`config.mk`:
```
export PLATFORM = sky130hd
export DESIGN_NAME = srambank_rmw_ctrl
export DESIGN_NICKNAME = d
export VERILOG_FILES = /design/src/rtl/srambank_rmw_ctrl.sv
export SDC_FILE = /design/constraint.sdc
export NUM_CORES = 1
export LEC_CHECK = 0
export BUFFER_PORTS_ARGS = -buffer_cell sky130_fd_sc_hd__buf_2
export CAP_MARGIN = 20
export CORE_MARGIN = 4
export CORE_UTILIZATION = 53
export CTS_BUF_LIST = sky130_fd_sc_hd__clkbuf_8 sky130_fd_sc_hd__clkbuf_16
export DETAILED_ROUTE_END_ITERATION = 8
export GPL_TIMING_DRIVEN = 0
export PLACE_DENSITY = 0.84
export SLEW_MARGIN = 20
export SYNTH_ARGS = -nofsm -noshare
export SYNTH_HDL_FRONTEND = slang
export SYNTH_SLANG_ARGS = --single-unit
export TNS_END_PERCENT = 10
```
`constraint.sdc`:
```
create_clock -name clk -period 11.2 [get_ports clk]
set_input_delay 1.68 -clock clk [delete_from_list [all_inputs] [get_ports clk]]
set_output_delay 1.68 -clock clk [all_outputs]
set_load 0.005 [all_outputs]
```
`src/rtl/srambank_rmw_ctrl.sv`:
```
// srambank_rmw_ctrl
//   Request front-end for one synchronous SRAM bank (256 x 80 by default).
//   Reads are forwarded to the bank and the result is returned over a
//   valid/ready response port. Full-mask writes go straight to the bank.
//   Partial-mask writes become read / merge / write sequences, so the bank
//   only ever sees full-word writes. One request is in flight at a time.
//   DATA_W must be an integer multiple of LANE_W.

module srambank_rmw_ctrl #(
   parameter int ADDR_W = 8,
   parameter int DATA_W = 80,
   parameter int LANE_W = 8,
   localparam int NL    = DATA_W / LANE_W
) (
   input  logic              clk,
   input  logic              reset,
   // request port
   input  logic              req_valid,
   output logic              req_ready,
   input  logic              req_write,
   input  logic [ADDR_W-1:0] req_addr,
   input  logic [DATA_W-1:0] req_wdata,
   input  logic [NL-1:0]     req_mask,
   // response port
   output logic              rsp_valid,
   input  logic              rsp_ready,
   output logic [DATA_W-1:0] rsp_data,
   // bank pins
   output logic [ADDR_W-1:0] bank_address,
   output logic [DATA_W-1:0] bank_wd,
   output logic              bank_banksel,
   output logic              bank_read,
   output logic              bank_write,
   input  logic [DATA_W-1:0] bank_dataout
);

   typedef enum logic [2:0] {
      ST_IDLE,   // waiting for a request
      ST_RD,     // bank read of a plain read is on the pins
      ST_RSP,    // read data offered on the response port
      ST_PRD,    // bank read of a read-modify-write is on the pins
      ST_PMRG,   // old word arrives on bank_dataout; merge into bank_wd
      ST_WR      // bank write is on the pins
   } state_t;

   state_t              state_q;
   logic                bank_read_q;
   logic                bank_write_q;
   logic                bank_sel_q;
   logic [ADDR_W-1:0]   bank_addr_q;
   logic [DATA_W-1:0]   bank_wd_q;
   logic                rsp_valid_q;

   logic [DATA_W-1:0]   wdata_q;
   logic [NL-1:0]       mask_q;
   logic [DATA_W-1:0]   merge_d;

   logic                accept;

   assign accept = req_valid && (state_q == ST_IDLE);

   // Lane-wise merge of the latched write data over the word just read back.
   always_comb begin
      merge_d = bank_dataout;
      for (int i = 0; i < NL; i++) begin
         if (mask_q[i]) begin
            merge_d[i*LANE_W +: LANE_W] = wdata_q[i*LANE_W +: LANE_W];
         end
      end
   end

   // Request payload capture; only consumed on the merge path.
   // NOTE: these are pure data holding registers qualified by the FSM, so
   // they carry no reset; a stale value is never used before a fresh capture.
   always_ff @(posedge clk) begin
      if (accept) begin
         wdata_q <= req_wdata;
         mask_q  <= req_mask;
      end
   end

   // Sequencer: state plus every registered bank/response output.
   // NOTE: all state here uses non-blocking assignments so every register
   // samples the pre-edge values, regardless of statement order.
   always_ff @(posedge clk) begin
      if (reset) begin
         state_q      <= ST_IDLE;
         bank_read_q  <= 1'b0;
         bank_write_q <= 1'b0;
         bank_sel_q   <= 1'b0;
         bank_addr_q  <= '0;
         bank_wd_q    <= '0;
         rsp_valid_q  <= 1'b0;
      end else begin
         // bank commands are single-cycle pulses unless re-armed below
         bank_read_q  <= 1'b0;
         bank_write_q <= 1'b0;
         bank_sel_q   <= 1'b0;
         case (state_q)
            ST_IDLE: begin
               if (req_valid) begin
                  bank_addr_q <= req_addr;
                  if (!req_write) begin
                     state_q     <= ST_RD;
                     bank_read_q <= 1'b1;
                     bank_sel_q  <= 1'b1;
                  end else if (&req_mask) begin
                     state_q      <= ST_WR;
                     bank_write_q <= 1'b1;
                     bank_sel_q   <= 1'b1;
                     bank_wd_q    <= req_wdata;
                  end else if (|req_mask) begin
                     state_q     <= ST_PRD;
                     bank_read_q <= 1'b1;
                     bank_sel_q  <= 1'b1;
                  end
                  // empty-mask write: retired here with no bank access
               end
            end
            ST_RD: begin
               state_q     <= ST_RSP;
               rsp_valid_q <= 1'b1;
            end
            ST_RSP: begin
               if (rsp_ready) begin
                  state_q     <= ST_IDLE;
                  rsp_valid_q <= 1'b0;
               end
            end
            ST_PRD: begin
               state_q <= ST_PMRG;
            end
            ST_PMRG: begin
               state_q      <= ST_WR;
               bank_wd_q    <= merge_d;
               bank_write_q <= 1'b1;
               bank_sel_q   <= 1'b1;
            end
            ST_WR: begin
               state_q <= ST_IDLE;
            end
            default: begin
               state_q <= ST_IDLE;
            end
         endcase
      end
   end

   assign req_ready    = (state_q == ST_IDLE);
   assign rsp_valid    = rsp_valid_q;
   // bank_dataout is held by the bank until the next read, and no read is
   // issued while a response is pending, so a direct pass-through is stable.
   assign rsp_data     = bank_dataout;
   assign bank_address = bank_addr_q;
   assign bank_wd      = bank_wd_q;
   assign bank_banksel = bank_sel_q;
   assign bank_read    = bank_read_q;
   assign bank_write   = bank_write_q;

endmodule
```
==> flow_metrics.py, run 1 <==
metrics = {
    "grt": {
        "grt-ovfl-total": 0,
        "grt_max_degree": 65,
        "antenna_found_initial": 7,
        "grt_pass1_wl_um": 39720,
        "grt_pass1_vias": 7474,
        "grtUsageTotal_pct": 25.73,
    },
    "timing": {
        "period_share_pct": 33.28,
        "hold_viol_final": 0,
        "relSlewSlack_pct": 53.79,
        "fin_tns_setup_ps": 0,
        "worst_pin_slew_ps": 693.1,
        "slew_violations": 0,
        "rsz0062_at_grt": "false",
        "setup_viol": 0,
        "skew_ps": 8.318,
        "max_freq_ghz": 0.2683,
        "timing.hold.ws_ps": 454.5,
        "finalCriticalPeriod_ps": 3728,
    },
    "synth": {
        "yosys-top-cells-count": "nand2_1, dfxtp_1, edfxtp_1",
        "yosysSeqAreaShare_pct": 50.72,
        "synth_edf_count": 90,
        "ys_types": 33,
        "netlist_instances": 784,
        "syn_area_per_cell_sq_um": 11.58,
        "yosysMostFrequentCell": "nand2_1",
        "async_reset_ff_share_pct": 0,
        "netlist_area_sq_um": 9079,
        "synth_top_area_share_pct": 29.77,
        "synth_nets": 967,
        "synthTopCellsByArea": "edfxtp_1, dfxtp_1, o211ai_2",
        "synth_seq_cells": 185,
        "synth_largest_area_cell": "edfxtp_1",
        "yosys_warnings": 0,
        "synthFlopType": "dfxtp_1",
    },
    "clock_network": {
        "tritoncts": "yes",
        "cts.hold.buffers_added": 0,
        "root_buffer": "clkbuf_16",
        "cts_max_level": 4,
        "ctsResizeCount": 0,
        "clockBufferDepth": 2,
        "cts_setup_buffers": 0,
        "cts_sinks": 185,
        "clk_latency_ps": 420,
        "cts_buffers": 17,
        "clkSlewWorstSetupHoldPaths_ps": 70,
    },
    "layout": {
        "final_util_pct": 70.33,
        "final_nets": 1342,
        "final_layout_size_suffix_gt1_share_pct": 56.28,
        "fill_cells": 1280,
        "area_growth_syn_to_layout_pct": 29.37,
    },
    "die": {
        "ios": 356,
        "die_w_um": 138.9,
        "die_area_sq_um": 19290,
        "start_util_pct": 54.36,
        "coreArea_sq_um": 16700,
        "rows": 47,
        "die_y_um": 138.9,
    },
    "power_and_ir_drop": {
        "switching_power_w": 0.0004197,
        "internal-power_w": 0.001192,
        "p_leak_nw": 4.828,
        "pwr-share-seq_pct": 48.4,
        "clkPwrFrac_pct": 36.7,
        "powerDensity_nw_per_um2": 137.2,
        "swShare_pct": 26.05,
        "power_frac_comb_pct": 14.9,
        "power_w": 0.001611,
        "ir_worst_vdd_mv": 0.1060,
    },
    "drt": {
        "vias_per_cell": 5.189,
        "drt_wl_total_um": 25800,
        "firstDrtPassIters": 4,
        "drt-initial-drc-count": 394,
        "route.detailed.drc": 0,
        "routedWlPerCell_um": 18.48,
        "final_antenna_net_count": 0,
        "dr_total_vias": 7244,
    },
    "worst_setup_path": {
        "critical_path.startpoint_type": "input pin",
        "worstRegToRegCells": 7,
        "reg2reg_from": "state_q[0]",
        "worstPathArrival_ps": 2050,
        "r2r_end": "bank_address[6]",
        "crit_fanout": 2,
        "critPathCaptureType": "primary output",
        "worstPathRequired_ps": 9520,
        "r2r_slack_ps": 8830,
        "critPathKind": "input pin to primary output",
    },
    "hold_path": {
        "hold_depth": 2,
        "whs_endpoint": "bank_address[4]",
        "hold_class": "flip-flop to flip-flop",
        "hold_start": "bank_address[4]",
    },
    "place": {
        "dp_hpwl_um": 19240,
        "gp_congestion": 0.8548,
        "numPortBuffers": 355,
    },
    "run": {
        "maxCapViolations": 0,
    },
    "run_status": {
        "status": "finished clean",
    },
}
## critical path, stage by stage
cell	delay [ps]
buf_2	130
buf_4	130
buf_2	110
## cells in the final DEF (no fill, tap or decap), types with 2 or more instances in the layout
| cell | netlist | layout |
|---|---|---|
| a21oi_1 | 12 | 12 |
| a21oi_2 | 80 | 80 |
| buf_1 | 11 | 11 |
| buf_12 | 9 | 9 |
| buf_2 | 15 | 370 |
| buf_4 | 81 | 81 |
| clkbuf_1 | 17 | 17 |
| clkbuf_16 | 0 | 17 |
| clkbuf_8 | 0 | 2 |
| clkinv_4 | 0 | 2 |
| clkinvlp_4 | 0 | 3 |
| dfxtp_1 | 95 | 95 |
| diode_2 | 0 | 5 |
| dlygate4sd1_1 | 3 | 3 |
| edfxtp_1 | 90 | 90 |
| inv_1 | 1 | 2 |
| inv_6 | 0 | 4 |
| mux2i_1 | 81 | 81 |
| nand2_1 | 180 | 180 |
| nor2_1 | 5 | 5 |
| nor3_1 | 5 | 5 |
| nor4_1 | 2 | 2 |
| nor4b_1 | 2 | 2 |
| o211ai_2 | 80 | 80 |
## registers in the layout (all words and copies together), names as in the netlist
signal,cells
wdata_q,80
mask_q,10
bank_wd,80
bank_address,8
bank_write,1
bank_read,1
state_q,3
bank_banksel,1
rsp_valid,1
## metal layers
metal	up-vias	share of wire [%]	track usage, %	routed length (um)
met1	3413	39	30.42	9982
li1	3457	-	-	-
met5	-	0.078	0	20
met3	50	8.3	7.448	2148
met4	4	2.5	10.04	646
met2	320	50	44.29	13000
## area by class of cell
type	count	area, sq um	area share (%)
Sequential cell	185	4604	39.20
Antenna cell	5	12.51	0.1065
Buffer	137	1006	8.565
Clock buffer	19	452.9	3.856
Inverter	2	12.51	0.1065
Timing Repair Buffer	356	1804	15.36
Multi-Input combinational cell	460	3461	29.47
Tap cell	220	275.3	2.344
Clock inverter	12	116.4	0.9907
## worst max path at each step
| stage | slack, ps | cells after the start | to | from |
|---|---|---|---|---|
| 2_1_floorplan | 6540 | 2 | mask_q[0] | req_valid |
| 3_3_place_gp | 4760 | 3 | wdata_q[21] | req_valid |
| 3_5_place_dp | 7470 | 3 | rsp_data[18] | bank_dataout[18] |
| 4_1_cts | 7470 | 3 | rsp_data[18] | bank_dataout[18] |
| 5_1_grt | 7460 | 3 | rsp_data[71] | bank_dataout[71] |
| 6_report | 7470 | 3 | rsp_data[18] | bank_dataout[18] |
## through the flow
stage	cells	setup slack [ps]	instance area (sq um)
floorplan	784	6541	9079
global placement	1359	4765	11130
detailed placement	1360	7471	11160
CTS	1391	7471	11730
global route	1396	7464	11750
finish	1396	7472	11750
## cells by family after synthesis
family                 after synthesis  share of synthesized area, %
multiplexers                        81                         8.931
flip-flops                         185                         50.72
AND/OR/NAND/NOR                    203                         9.206
buffers and inverters              139                         11.16
AO/OA/AOI/OAI                      176                         19.98
## power by group through the flow
stage,clock network (W),registers (W),logic [W]
after floorplan,0,0.000797,0.000132
after global placement,0,0.000800,0.000232
after detailed placement,0,0.000795,0.000240
after CTS,0.000597,0.000781,0.000241
after global routing,0.000626,0.000784,0.000261
final,0.000591,0.000780,0.000240
Power figures use the tool's default switching activity.
==> run 2, diff against run 1 <==
--- a/config.mk
+++ b/config.mk
@@ -5,14 +5,15 @@
 export SDC_FILE = /design/constraint.sdc
 export NUM_CORES = 1
 export LEC_CHECK = 0
+export ABC_AREA = 1
 export BUFFER_PORTS_ARGS = -buffer_cell sky130_fd_sc_hd__buf_2
 export CAP_MARGIN = 20
 export CORE_MARGIN = 4
-export CORE_UTILIZATION = 53
+export CORE_UTILIZATION = 45
 export CTS_BUF_LIST = sky130_fd_sc_hd__clkbuf_8 sky130_fd_sc_hd__clkbuf_16
 export DETAILED_ROUTE_END_ITERATION = 8
 export GPL_TIMING_DRIVEN = 0
-export PLACE_DENSITY = 0.84
+export PLACE_DENSITY = 0.75
 export SLEW_MARGIN = 20
 export SYNTH_ARGS = -nofsm -noshare
 export SYNTH_HDL_FRONTEND = slang
==> constraint.sdc (replaced) <==
create_clock -name clk -period 3.3 [get_ports clk]
set_input_delay 0.495 -clock clk [delete_from_list [all_inputs] [get_ports clk]]
set_output_delay 0.495 -clock clk [all_outputs]
set_load 0.005 [all_outputs]
==> flow_metrics.py, run 2 <==
metrics = {
    "run_status": {
        "status": "finished clean",
    },
    "drt": {
        "routedWlPerCell_um": 15.11,
        "dr_total_vias": 8325,
        "drt-initial-drc-count": 424,
        "firstDrtPassIters": 5,
        "drt_wl_total_um": 27080,
        "route.detailed.drc": 0,
        "final_antenna_net_count": 0,
        "vias_per_cell": 4.646,
    },
    "power_and_ir_drop": {
        "ir_worst_vdd_mv": 0.3785,
        "p_leak_nw": 6.046,
        "powerDensity_nw_per_um2": 521.3,
    },
    "place": {
        "gp_congestion": 0.8579,
        "dp_hpwl_um": 20560,
        "numPortBuffers": 355,
        "place_ws_ps": 1114,
    },
    "synth": {
        "syn_area_per_cell_sq_um": 8.179,
        "netlist_area_sq_um": 9275,
        "synth_nets": 1317,
        "yosysSeqAreaShare_pct": 49.64,
        "synth_seq_cells": 185,
        "async_reset_ff_share_pct": 0,
        "synthTopCellsByArea": "edfxtp_1, dfxtp_1, nand2_1",
        "synth_top_area_share_pct": 29.14,
        "yosysMostFrequentCell": "nand2_1",
        "ys_types": 24,
        "netlist_instances": 1134,
        "synth_edf_count": 90,
        "synthFlopType": "dfxtp_1",
        "yosys_warnings": 0,
        "yosys-top-cells-count": "nand2_1, nor2_1, dfxtp_1",
        "synth_largest_area_cell": "edfxtp_1",
    },
    "worst_setup_path": {
        "cp.depth": 6,
        "crit_path_top_delay_cell": "clkinv_4",
        "critical-path-max-stage-delay_ps": 480,
        "worstPathRequired_ps": 3450,
        "crit_fanout": 51,
        "worstPathArrival_ps": 2330,
        "critPathCaptureType": "flip-flop",
        "r2r_end": "wdata_q[17]",
        "worstRegToRegCells": 6,
        "reg2reg_from": "state_q[0]",
        "crit_family": "buffers and inverters",
        "worst-path-buf-inv": 3,
        "crit_chain": "inv_2 -> nand2_2 -> nor2_4 -> nand2_1 -> clkinv_4 -> buf_16",
        "critical_path.startpoint_type": "flip-flop",
        "critPathKind": "flip-flop to flip-flop",
        "r2r_slack_ps": 1120,
    },
    "layout": {
        "seq_area_sq_um": 4604,
        "area_growth_syn_to_layout_pct": 29.65,
        "multi_input_area_sq_um": 3467,
        "layout_common_cells": "buf_2, nand2_1, nor2_1",
        "final_nets": 1692,
        "layout_commonest_cell": "buf_2",
        "antennaDiodeCount": 0,
        "final_layout_size_suffix_gt1_share_pct": 38.37,
        "fill_cells": 1856,
    },
    "timing": {
        "setup_viol": 0,
        "slew_violations": 0,
        "period_share_pct": 66.04,
        "fin_tns_setup_ps": 0,
        "worst_pin_slew_ps": 546.9,
        "hold_viol_final": 0,
        "skew_ps": 9.925,
        "relSlewSlack_pct": 63.54,
        "max_freq_ghz": 0.4589,
        "rsz0062_at_grt": "false",
        "fin_ws_ps": 1121,
        "finalCriticalPeriod_ps": 2179,
    },
    "die": {
        "rows": 52,
        "ios": 356,
        "start_util_pct": 45.84,
        "die_w_um": 151.6,
        "die_area_sq_um": 22970,
        "coreArea_sq_um": 20230,
        "die_y_um": 151.6,
    },
    "run": {
        "maxCapViolations": 0,
    },
    "clock_network": {
        "cts_buffers": 17,
        "ctsResizeCount": 0,
        "clockBufferDepth": 2,
        "clk_latency_ps": 430,
        "clkSlewWorstSetupHoldPaths_ps": 70,
        "cts_setup_buffers": 0,
        "tritoncts": "yes",
        "cts_sinks": 185,
        "cts_max_level": 4,
        "root_buffer": "clkbuf_16",
        "cts.hold.buffers_added": 0,
    },
    "hold_path": {
        "hold_depth": 1,
        "whs_endpoint": "wdata_q[35]",
        "hold_start": "req_wdata[35]",
        "hold_class": "input pin to flip-flop",
    },
    "grt": {
        "antenna_found_initial": 1,
        "grt_pass1_wl_um": 40470,
        "grtUsageTotal_pct": 22.77,
        "grt-ovfl-total": 0,
        "grt_pass1_vias": 7883,
        "grt_max_degree": 52,
    },
}
-- run 2: changes by cell type after synthesis, sizes merged, moves of 5 or more --
cell / before / now
mux2i: 81 / 0
o211ai: 80 / 1
nor2: 6 / 179
mux2: 0 / 80
a21oi: 92 / 11
inv: 1 / 87
nor3: 5 / 0
nand2: 180 / 358
clkbuf: 17 / 24
o21ai: 1 / 80
-- run 2: final cells by class --
class,count,area share [%]
Buffer,142,7.263
Clock buffer,22,4.391
Clock inverter,10,0.6243
Timing Repair Buffer,356,15.00
Sequential cell,185,38.29
Multi-Input combinational cell,719,28.83
Inverter,88,2.788
Tap cell,270,2.809
-- run 2: per-stage QoR --
step,hold slack [ps],total power (W),instance area (sq um),cells,util [%]
6_report,246.7,0.006269,12030,1792,59.43
5_1_grt,221.7,0.006612,12030,1792,59.43
4_1_cts,229.1,0.006322,12030,1792,59.43
3_5_place_dp,451.5,0.004260,11420,1760,56.45
3_3_place_gp,446.7,0.004221,11390,1759,56.29
2_1_floorplan,449.5,0.003665,9276,1134,-
-- run 2: routing by layer --
metal	global-route usage (%)	part of all wire [%]
met3	6.633	8.3
met4	6.873	2.2
met2	40.59	50
met1	26.46	40
met5	0	0.044
-- run 2: how the worst max path moves through the flow --
stage | from | endpoint
2_1_floorplan | state_q[0] | mask_q[0]
5_1_grt | state_q[0] | wdata_q[19]
4_1_cts | state_q[0] | wdata_q[17]
6_report | state_q[0] | wdata_q[17]
3_5_place_dp | state_q[0] | wdata_q[12]
3_3_place_gp | req_valid | bank_address[3]
-- run 2: logic make-up (layout without fill, tap and decap cells) --
logic type             count (synthesis)  in the layout  synth area share [%]
and+or+nand+nor                      545            545                 22.51
buffers and inverters                230            618                 12.98
DFF                                  185            185                 49.64
AOI/OAI and AO/OA                     94             94                 5.153
muxes                                 80             80                 9.713
-- run 2: power by group --
group | internal [W] | switching, W | leakage (nW) | total [W]
combinational | 0.000602 | 0.000809 | 4.12 | 0.00141
clock | 0.00115 | 0.000921 | 0.301 | 0.00207
sequential | 0.00269 | 0.0000973 | 1.63 | 0.00279
-- run 2: worst register-to-register path, stage by stage, from the launching register on --
cell      delay, ps
dfxtp_1         410
inv_2            70
nand2_2         120
nor2_4           80
nand2_1         330
clkinv_4        480
buf_16          380
==> run 3, diff against run 2 <==
--- a/config.mk
+++ b/config.mk
@@ -5,15 +5,15 @@
 export SDC_FILE = /design/constraint.sdc
 export NUM_CORES = 1
 export LEC_CHECK = 0
-export ABC_AREA = 1
+export ABC_AREA = 0
 export BUFFER_PORTS_ARGS = -buffer_cell sky130_fd_sc_hd__buf_2
 export CAP_MARGIN = 20
 export CORE_MARGIN = 4
-export CORE_UTILIZATION = 45
+export CORE_UTILIZATION = 49
 export CTS_BUF_LIST = sky130_fd_sc_hd__clkbuf_8 sky130_fd_sc_hd__clkbuf_16
 export DETAILED_ROUTE_END_ITERATION = 8
 export GPL_TIMING_DRIVEN = 0
-export PLACE_DENSITY = 0.75
+export PLACE_DENSITY = 0.78
 export SLEW_MARGIN = 20
 export SYNTH_ARGS = -nofsm -noshare
 export SYNTH_HDL_FRONTEND = slang
==> constraint.sdc (replaced) <==
create_clock -name clk -period 2.2 [get_ports clk]
set_input_delay 0.33 -clock clk [delete_from_list [all_inputs] [get_ports clk]]
set_output_delay 0.33 -clock clk [all_outputs]
set_load 0.005 [all_outputs]
==> flow_metrics.py, run 3 (synthesis gave the netlist of run 1 again) <==
metrics = {
    "timing": {
        "max_freq_ghz": 0.4912,
        "finalCriticalPeriod_ps": 2036,
        "relSlewSlack_pct": 50.81,
        "worst_pin_slew_ps": 737.8,
        "period_share_pct": 92.53,
        "skew_ps": 12.10,
        "fin_ws_ps": 164.3,
        "slew_violations": 0,
        "hold_viol_final": 0,
        "rsz0062_at_grt": "false",
        "setup_viol": 0,
    },
    "die": {
        "ios": 356,
        "coreArea_sq_um": 18090,
        "die_area_sq_um": 20770,
        "start_util_pct": 50.20,
        "die_w_um": 144.1,
        "rows": 49,
        "die_y_um": 144.1,
    },
    "grt": {
        "grtUsageTotal_pct": 24.04,
        "grt_max_degree": 99,
        "grt_pass1_vias": 7168,
        "grt-ovfl-total": 0,
        "antenna_found_initial": 3,
        "grt_pass1_wl_um": 38720,
    },
    "worst_setup_path": {
        "critical_path.startpoint_type": "flip-flop",
        "reg2reg_from": "state_q[1]",
        "critPathKind": "flip-flop to flip-flop",
        "crit_fanout": 10,
        "r2r_slack_ps": 160,
        "r2r_end": "bank_wd[30]",
        "setup.worst_path.start": "state_q[1]",
        "worstRegToRegCells": 8,
        "worstPathArrival_ps": 2390,
        "crit_end": "bank_wd[30]",
        "worstPathRequired_ps": 2550,
        "critPathCaptureType": "flip-flop",
    },
    "power_and_ir_drop": {
        "ir_worst_vdd_mv": 0.5366,
        "p_leak_nw": 4.833,
        "power_w": 0.008196,
        "powerDensity_nw_per_um2": 698.4,
    },
    "layout": {
        "final_layout_size_suffix_gt1_share_pct": 56.45,
        "layout_common_cells": "buf_2, nand2_1, dfxtp_1",
        "layout_commonest_cell": "buf_2",
        "area_growth_syn_to_layout_pct": 29.27,
        "final_nets": 1341,
        "fill_cells": 1492,
    },
    "place": {
        "gp_congestion": 0.8274,
        "dp_hpwl_um": 19020,
        "numPortBuffers": 355,
        "place_ws_ps": -314.9,
    },
    "drt": {
        "drt-initial-drc-count": 281,
        "drt-met1-wl_um": 10440,
        "route.detailed.drc": 0,
        "vias_per_cell": 5.086,
        "firstDrtPassIters": 4,
        "top_layer_used": "met5",
        "route.met2.wl_um": 12930,
        "dr_wl_met3_um": 1913,
        "drt_wl_total_um": 25730,
        "routedWlPerCell_um": 18.34,
        "dr_total_vias": 7135,
        "final_antenna_net_count": 0,
    },
    "clock_network": {
        "clk_latency_ps": 420,
        "cts.hold.buffers_added": 0,
        "cts_buffers": 17,
        "tritoncts": "yes",
        "cts_sinks": 185,
        "root_buffer": "clkbuf_16",
        "clockBufferDepth": 2,
        "clkSlewWorstSetupHoldPaths_ps": 80,
        "cts_max_level": 4,
    },
    "run_status": {
        "status": "finished clean",
    },
    "run": {
        "maxCapViolations": 0,
    },
    "hold_path": {
        "hold_class": "input pin to flip-flop",
    },
}
-- run 3: cell types whose count changed in the layout (fill, tap and decap cells not counted), moves of 5 or more --
cell,delta
buf_2,-11
o21ai_0,-79
nor3_1,+5
mux2i_1,+81
nand2_1,-178
clkbuf_1,-8
o211ai_2,+80
inv_1,-81
a21oi_2,+80
nor2_1,-172
mux2_2,-80
inv_2,-5
buf_12,+9
-- run 3: how the worst min path moves through the flow --
stage	startpoint	endpoint	slack, ps	depth (start not counted)
after floorplan	req_mask[0]	mask_q[0]	430	0
after global placement	bank_address[1]	bank_address[1]	440	2
after detailed placement	bank_address[7]	bank_address[7]	440	2
after CTS	req_wdata[42]	wdata_q[42]	90	1
after global routing	req_wdata[42]	wdata_q[42]	80	1
final	req_wdata[42]	wdata_q[42]	100	1
-- run 3: metal layers --
metal,global-route usage (%),vias to the layer above
met2,41.25,267
met1,30.04,3377
met5,0,-
li1,-,3460
met4,7.384,2
met3,5.853,29
-- run 3: final cells by class --
class,instances,area (sq um),share of cell area (%)
diodes,3,7.507,0.06397
plain buffers,137,1007,8.582
clock buffers,18,450.4,3.838
clock inverters,14,120.1,1.023
inverters,2,20.02,0.1706
multi-input cells,460,3463,29.51
flip-flops and latches,185,4604,39.23
well taps,229,286.5,2.441
repair buffers,355,1777,15.14
-- run 3: timing repair --
item | 4_1_cts | 5_1_grt
endpoints found under the setup margin | 98 | 1
setup buffers | 0 | 0
gates resized for setup | 2 | 2
-- run 3: stage by stage --
step	util, %	setup TNS, ps	hold WS [ps]	area, sq um	std cells
2_1_floorplan	-	0	428.9	9084	784
3_3_place_gp	61.63	-29610	439.0	11150	1368
3_5_place_dp	61.63	-30360	444.1	11150	1368
4_1_cts	64.84	0	85.08	11730	1400
5_1_grt	64.88	0	82.95	11730	1402
6_report	64.89	0	103.1	11740	1403
-- run 3: power by group --
part | switching [W] | total, W | internal (W)
Combinational | 0.000682 | 0.00120 | 0.000517
Sequential | 0.0000711 | 0.00397 | 0.00390
Clock | 0.00146 | 0.00302 | 0.00157
-- run 3: critical path: stages, from the launching register on --
cell	delay (ps)
dfxtp_1	310
buf_4	160
nor2_4	60
and2_1	160
buf_6	150
a31oi_4	390
clkbuf_1	460
nand2_1	140
a21oi_2	130
